<file path="src/rtl/shadow_dump_collector.sv">
// shadow_dump_collector: sequences chain dumps, packs serial bits into words and queues them with per-chain trailers
module shadow_dump_collector #(
    parameter int NUM_CHAINS = 4,
    parameter int WORD_W     = 32,
    parameter int FIFO_DEPTH = 8
) (
    input  logic                  sh_clk,
    input  logic                  sh_rst_l,
    input  logic                  start,
    output logic [NUM_CHAINS-1:0] dump_en,
    input  logic [NUM_CHAINS-1:0] ch_in,
    input  logic [NUM_CHAINS-1:0] ch_in_vld,
    input  logic [NUM_CHAINS-1:0] ch_in_done,
    output logic [WORD_W-1:0]     out_data,
    output logic                  out_last,
    output logic                  out_vld,
    input  logic                  out_rdy,
    output logic                  busy,
    output logic                  overflow
);
    localparam int CW = NUM_CHAINS > 1 ? $clog2(NUM_CHAINS) : 1;
    localparam int BW = $clog2(WORD_W);
    localparam int AW = $clog2(FIFO_DEPTH);

    typedef enum logic [2:0] {IDLE, DUMP, FLUSH, TRAIL, NEXT} state_t;

    state_t            state;
    logic [CW-1:0]     cidx;
    logic [BW-1:0]     wcnt;
    logic [WORD_W-1:0] acc;
    logic [15:0]       total;

    logic              sel_bit, sel_vld, sel_done, take, word_full;
    logic              push, push_last, pop, wr, full;
    logic [WORD_W-1:0] acc_next, trailer, push_data;

    logic [WORD_W:0]   mem [FIFO_DEPTH];
    logic [AW:0]       wptr, rptr;

    assign out_vld = wptr != rptr;
    assign full    = wptr == {~rptr[AW], rptr[AW-1:0]};
    assign pop     = out_vld && out_rdy;
    assign wr      = push && (!full || pop);
    assign {out_last, out_data} = out_vld ? mem[rptr[AW-1:0]] : '0;

    // Selected-chain decode and the word (data, flush or trailer) offered to the FIFO this cycle
    always_comb begin
        sel_bit        = ch_in[cidx];
        sel_vld        = ch_in_vld[cidx];
        sel_done       = ch_in_done[cidx];
        take           = state == DUMP && sel_vld;
        word_full      = take && wcnt == BW'(WORD_W - 1);
        acc_next       = acc;
        acc_next[wcnt] = sel_bit;
        trailer        = WORD_W'({8'(cidx), total});
        push           = word_full || (state == FLUSH && wcnt != '0) || state == TRAIL;
        push_last      = state == TRAIL;
        push_data      = push_last ? trailer : (state == FLUSH ? acc : acc_next);
    end

    // Dump sequencer: walks chains in order, assembles words and drives dump_en/busy
    always_ff @(posedge sh_clk) begin
        if (!sh_rst_l) begin
            state   <= IDLE;
            cidx    <= '0;
            wcnt    <= '0;
            acc     <= '0;
            total   <= '0;
            dump_en <= '0;
            busy    <= 1'b0;
        end else begin
            case (state)
                IDLE: if (start) begin
                    cidx    <= '0;
                    wcnt    <= '0;
                    acc     <= '0;
                    total   <= '0;
                    dump_en <= NUM_CHAINS'(1);
                    busy    <= 1'b1;
                    state   <= DUMP;
                end
                DUMP: begin
                    if (take) begin
                        wcnt  <= word_full ? '0 : wcnt + 1'b1;
                        acc   <= word_full ? '0 : acc_next;
                        total <= total + 16'(total != 16'hFFFF);
                    end
                    if (sel_done) begin
                        dump_en <= '0;
                        state   <= FLUSH;
                    end
                end
                FLUSH: state <= TRAIL;
                TRAIL: state <= NEXT;
                NEXT: if (cidx == CW'(NUM_CHAINS - 1)) begin
                    busy  <= 1'b0;
                    state <= IDLE;
                end else begin
                    cidx    <= cidx + 1'b1;
                    wcnt    <= '0;
                    acc     <= '0;
                    total   <= '0;
                    dump_en <= NUM_CHAINS'(1) << (cidx + 1'b1);
                    state   <= DUMP;
                end
                default: state <= IDLE;
            endcase
        end
    end

    // Output FIFO; a push that finds it full with no same-cycle pop is dropped and flagged
    always_ff @(posedge sh_clk) begin
        if (!sh_rst_l) begin
            wptr     <= '0;
            rptr     <= '0;
            overflow <= 1'b0;
        end else begin
            if (wr) begin
                mem[wptr[AW-1:0]] <= {push_last, push_data};
                wptr              <= wptr + 1'b1;
            end
            if (pop) rptr <= rptr + 1'b1;
            if (push && !wr) overflow <= 1'b1;
        end
    end
endmodule

</file>
<file path="config.mk">
export PLATFORM = sky130hd
export DESIGN_NAME = shadow_dump_collector
export DESIGN_NICKNAME = d
export VERILOG_FILES = /design/src/rtl/shadow_dump_collector.sv
export SDC_FILE = /design/constraint.sdc
export NUM_CORES = 1
export LEC_CHECK = 0
export ABC_AREA = 1
export CORE_MARGIN = 3
export CORE_UTILIZATION = 25
export DETAILED_ROUTE_END_ITERATION = 16
export GPL_TIMING_DRIVEN = 0
export PLACE_DENSITY = 0.52
export RECOVER_POWER = 25
export SETUP_SLACK_MARGIN = 0.1
export SLEW_MARGIN = 10
export SYNTH_ARGS = -nofsm -noshare
export SYNTH_HDL_FRONTEND = slang
export SYNTH_SLANG_ARGS = --single-unit
</file>
<file path="constraint.sdc">
create_clock -name sh_clk -period 3.93 [get_ports sh_clk]
set_clock_uncertainty 0.05 [all_clocks]
set_input_delay 0.393 -clock sh_clk [delete_from_list [all_inputs] [get_ports sh_clk]]
set_output_delay 0.393 -clock sh_clk [all_outputs]
set_load 0.02 [all_outputs]
</file>
Yosys cells after proc, flatten, opt, wreduce, memory -nomap -nowiden
Memories as Yosys holds them, arrays and structs flattened. A register that Yosys moved wholly into a read port is not among the register bits.
Index checks and enable logic that the tools add are counted.
{ "op_classes": {"n_eq_ne": 14, "n_mux": 45, "shifts": 1, "magnitude_cmp": 3, "n_reduce_logical": 21, "addsub": 5, "bitwise": 1} }
{ "ops": {"columns": ["op", "count"], "rows": [
  ["$mux W32", 6],
  ["$pmux W32 S3", 1],
  ["$mux W16", 3],
  ["$pmux W16 S3", 1],
  ["$mux W33", 1],
  ["$bwmux W32", 1],
  ["$mux W5", 4],
  ["$add A16 B1 Y16", 1],
  ["$ne A16 B16 Y1 const B", 1],
  ["$pmux W3 S5", 1],
  ["$pmux W5 S3", 1],
  ["$mux W3", 4],
  ["$mux W4", 3],
  ["$pmux W4 S3", 1],
  ["$mux W1", 10],
  ["$ne A2 B2 Y1 const B", 5],
  ["$add A4 B1 Y4 const B", 2],
  ["$reduce_and A4 Y1", 2],
  ["$logic_and A1 B1 Y1", 7],
  ["$bmux W1 S2", 3],
  ["$eq A3 B2 Y1 const B", 2],
  ["$lt A5 B6 Y1 const B", 1],
  ["$reduce_and A3 Y1", 2],
  ["$add A5 B1 Y5 const B", 1],
  ["22 further kinds", 26]
]} }
{ "word_totals": {"input_bits": 16, "n_memories": 1, "out_inout_bits": 40, "ramBits": 264, "register_bits": 72} }
{ "memory_table": {"columns": ["memory", "words", "width", "rd", "rd_clocked_by_memory_dff", "wr", "line", "rtl"], "rows": [
  ["mem", 8, 33, 1, 1, 1, "37", "logic [WORD_W:0] mem [FIFO_DEPTH];"]
]} }

Depth between registers and ports, before layout
{ "logic_depth": {"word_depth": 10, "ltp_mapped": 14, "mapped_depth_nobuf": 14} }

Worst setup path before layout
OpenSTA, ideal clock, no wires.
{ "synth_timing": {"path_kind": "reg2reg", "from": "reg wcnt[0]", "to": "mem mem[0][0] (netlist bit), enable pin", "required_time_ps": 3416, "setup_ps": 464, "n_path_buf": 0, "stages_incl_launch_ff": 9, "t_arrival_ps": 3615, "path_slack_ps": -199, "path_cell_list": "dfxtp_1 ha_1 nand2_1 nor2_1 ha_1 nand4_1 nand2_1 nand2_1 nor3_1"} }
{ "synth_between": {"elab_chain_len": 8} }
{ "synth_rtl": {"columns": ["element", "line", "rtl"], "rows": [
  ["start: declaration", "29", "logic [BW-1:0] wcnt;"],
  ["start signal: assignment", "84", "wcnt <= word_full ? '0 : wcnt + 1'b1;"],
  ["$eq A5 B5 Y1 / $reduce_bool A5 Y1 (equally long branches)", "52, 56", null],
  ["$logic_and A1 B1 Y1 (on tied branches)", "52, 56", null],
  ["$logic_or A1 B1 Y1 * (2 in a row)", "56", "push = word_full || (state == FLUSH && wcnt != '0) || state == TRAIL;"],
  ["$logic_and A1 B1 Y1 *", "43", "assign wr = push && (!full || pop);"],
  ["$mux W1 *", "118", "if (wr) begin"],
  ["$mux W1 *", "113", "if (!sh_rst_l) begin"],
  ["$mux W1 (not written as such) *", "119", "mem[wptr[AW-1:0]] <= {push_last, push_data};"],
  ["end: declaration", "37", null]
]} }
Mark *: on every way between the ends. The rest lies on a longest branch, timed or not.

==> impl_results.md <==
- DRT Pass-1 Iters: 7
- Synth area leaders: edfxtp_1 53%, dfxtp_1 10%, nor2_1 9.2%
- WL final: 42.1 mm
- Vias: 11200
- Fin nets: 1672
- Row count: 88
- I/O Buffers: 54
- Clock network power share: 31.1%
- Share of cells above drive strength 1: 7.13%
- Post-Syn Instances: 1534
- DP Cell Count: 2367
- Slowest CP cell: clkdlybuf4s50_1
- Vias per std cell: 4.62
- Number of global-route vias before repair: 11100
- Gpl congestion: 0.849
- Initial antenna violation count: 0
- Setup Viol. Count Final: 0
- Clock root buffer: clkbuf_16
- Num ports: 56
- Mapped cell area: 0.0148 sq mm
- Most frequent cell after synthesis: nor2_1
- Number of flops mapped to enable cells by yosys: 264
- Starting density of the core: 25.5%
- Comb pwr share: 32.6%
- Run status: completed
- CTS tree: built
- Worst r2r path cells: 11
- RSZ-0062 raised after global routing: no
- Fraction of registers with async set/reset: 0%
- Area delta synth->final: 20.1%
- Final hold vios: 0
- CP Max Fanout: 10
- Fmax: 272 MHz
- Drt drc: 0
- Net count after synthesis: 1563
- Total gr overflow: 0
- Share of the synthesized area in the top cell type: 53.4%
- Worst Hold Class: input port to register
- Max Slew Vio Count: 0
- Initial DRC Count: 943
- Worst-skew pair later-pin latency: 0.55 ns
- Maximum VDD drop: 0.000297 V
- Hold depth: 3
- Synth Register Bits: 339
- Worst-path clk slew: 0.06 ns
- CP Class: register to output port
- LEAKAGE: 0.00605 uW
- CTS buffer count: 39
- GR peak layer: met2
- H-tree depth: 2
- Area leader, netlist: edfxtp_1
- Top cells by count, synth: 364 x nor2_1, 271 x o21ai_0, 264 x edfxtp_1, 195 x nand2_1, 75 x dfxtp_1
- GR Layer Usage met3: 2.07%
- FF-to-FF Start: wcnt[1]$_SDFFE_PN0P_
- # hold bufs at CTS: 0
- Core area: 0.0582 sq mm
- GR Util All Layers: 13.3%
- Clock tree buffer depth: 3
- FF-to-FF setup slack: 0.44 ns
- Pre-CTS setup slack: 0.457 ns
- Worst-Margin Slew: 1.20 ns
- Synth Area per Inst: 9.68 sq um
- TNS Setup: 0 ns
- DIE WIDTH: 250 microns
- P per Cell Area: 639 mW/mm^2
- Met1 Use GR: 17.7%
- Setup crit start kind: register
- Die H: 250 microns
- Hold Crit Start: sh_rst_l
- Synth unique cells: 34
- Largest net degree at the start of global routing: 24
- Switching Share: 36.1%
- Final Util: 30.6%
- Antenna-violating nets left: 0
- Sequential share of power: 36.3%
- Reg-to-reg endpoint: mem[3][6]$_DFFE_PP_
- First-pass GRT wire length: 65.6 mm
- Max-cap violations: 0
- Routed wire length per instance: 17.3 microns
- Hold endpoint: wcnt[0]$_SDFFE_PN0P_
- Psw: 4110 uW
- Worst Setup End Kind: output port
- M2 GR Usage: 22.6%
- Crit share post-route: 93.7%
- Min Tclk post-route: 3.68 ns
- Worst EP arrival: 3.24 ns
- Die ar.: 0.0623 sq mm
- Placed wire-length estimate: 29.2 mm
- Cell-by-cell trace of the critical path: buf_2 > buf_2 > clkbuf_2 > nor2_1 > nor2_1 > o21ai_0 > a31oi_2 > clkdlybuf4s50_1
- Worst setup margin: 0.249 ns
- Finished Layout Cells: 2434
- Antenna fix cells: 0
- Num Clock Sinks: 339
- Worst EP required: 3.49 ns
- Sequential-to-total area share from yosys stat: 63.5%
- Synth warn: 0
- Internal: 7280 uW
- Max-slew headroom: 19.1%
- Ys flop type: edfxtp_1
- Crit path largest cell delay: 0.70 ns
## metrics by stage
stage / total power (uW) / hold WS, ns / instance area [sq um]
detailed placement: 7970 / 0.414 / 16600
floorplan: 6360 / 0.404 / 14800
finish: 11400 / 0.257 / 17800
global placement: 7940 / 0.411 / 16300
CTS: 11500 / 0.241 / 17800
global route: 12000 / 0.282 / 17800
## timing repair
action	4_1_cts	5_1_grt
gates cloned	0	0
buffers inserted	0	0
setup endpoints to repair	20	15
hold endpoints to repair	0	0
resized for setup	5	18
## worst max-delay path by stage
stage,slack (ns),start,cells after the start,end
floorplan,-0.20,wcnt[0]$_SDFFE_PN0P_,8,mem[0][0]$_DFFE_PP_
global placement,-3.04,wcnt[1]$_SDFFE_PN0P_,8,mem[1][12]$_DFFE_PP_
detailed placement,0.46,register,7,out_data[2]
CTS,0.001,register,7,out_data[2]
global route,0.11,wptr[0]$_SDFFE_PN0N_,9,out_data[15]
finish,0.25,register,8,out_data[2]
## worst max-delay path, delay by kind of cell (launching register included)
| kind | cells | cell delay [ns] |
|---|---|---|
| simple gates | 2 | 0.18 |
| compound gates | 2 | 0.54 |
| buf+inv | 4 | 1.66 |
| flops | 1 | 0.31 |
## layout make-up
| class | instances | area, sq um |
|---|---|---|
| repair buffers | 68 | 758 |
| clock buffers | 45 | 998 |
| plain buffers | 85 | 370 |
| well taps | 765 | 957 |
| multi-input cells | 1034 | 4800 |
| fillers | 5938 | 40400 |
| clock inverters | 22 | 231 |
| inverters | 76 | 287 |
| flip-flops and latches | 339 | 9430 |
## placed cells by master (no fill, tap or decap), types with 5 or more instances in the layout
cell type | netlist | final
dfxtp_1 | 75 | 75
o22ai_1 | 16 | 16
buf_2 | 15 | 12
ha_1 | 13 | 13
edfxtp_1 | 264 | 264
nor3_1 | 11 | 9
inv_1 | 68 | 70
clkinv_2 | 0 | 7
nor2_1 | 364 | 360
clkinv_1 | 0 | 7
inv_2 | 7 | 5
nand4_1 | 7 | 7
clkbuf_16 | 0 | 39
a21oi_1 | 60 | 60
clkdlybuf4s50_1 | 0 | 48
nand2_1 | 195 | 199
nor2_4 | 3 | 8
o21ai_0 | 271 | 273
dlygate4sd3_1 | 0 | 6
a31oi_1 | 33 | 30
clkbuf_2 | 0 | 11
clkbuf_1 | 57 | 61
buf_6 | 5 | 7
nand3_1 | 32 | 32
## per-layer routing
metal	share of wire, %	wire [microns]
met1	46	19200
met2	47	20000
met3	5.1	2150
met4	2.0	826
met5	0	0
## cells by family after synthesis
kind of cell | count (synthesis) | share of synthesized area [%]
fa+ha+maj | 13 | 1.10
buf+inv | 161 | 4.49
simple gates | 624 | 16.8
flops | 339 | 63.5
compound gates | 390 | 13.6
xor+xnor | 7 | 0.413
## power groups by stage
stage                     Clock [uW]  Sequential (uW)  Combinational, uW
after floorplan                    0             4210               2150
after global routing            3750             4150               4130
after global placement             0             4220               3720
after detailed placement           0             4220               3750
final                           3540             4140               3710
after CTS                       3630             4140               3770
## registers in the layout (all words and copies together), names as in the netlist, named ones only
signal / cells
wptr: 4
wcnt: 5
busy: 1
total: 16
dump_en: 4
overflow: 1
state: 3
acc: 32
cidx: 2
rptr: 4
mem: 264
No activity file was read; power rests on OpenSTA's default activity.
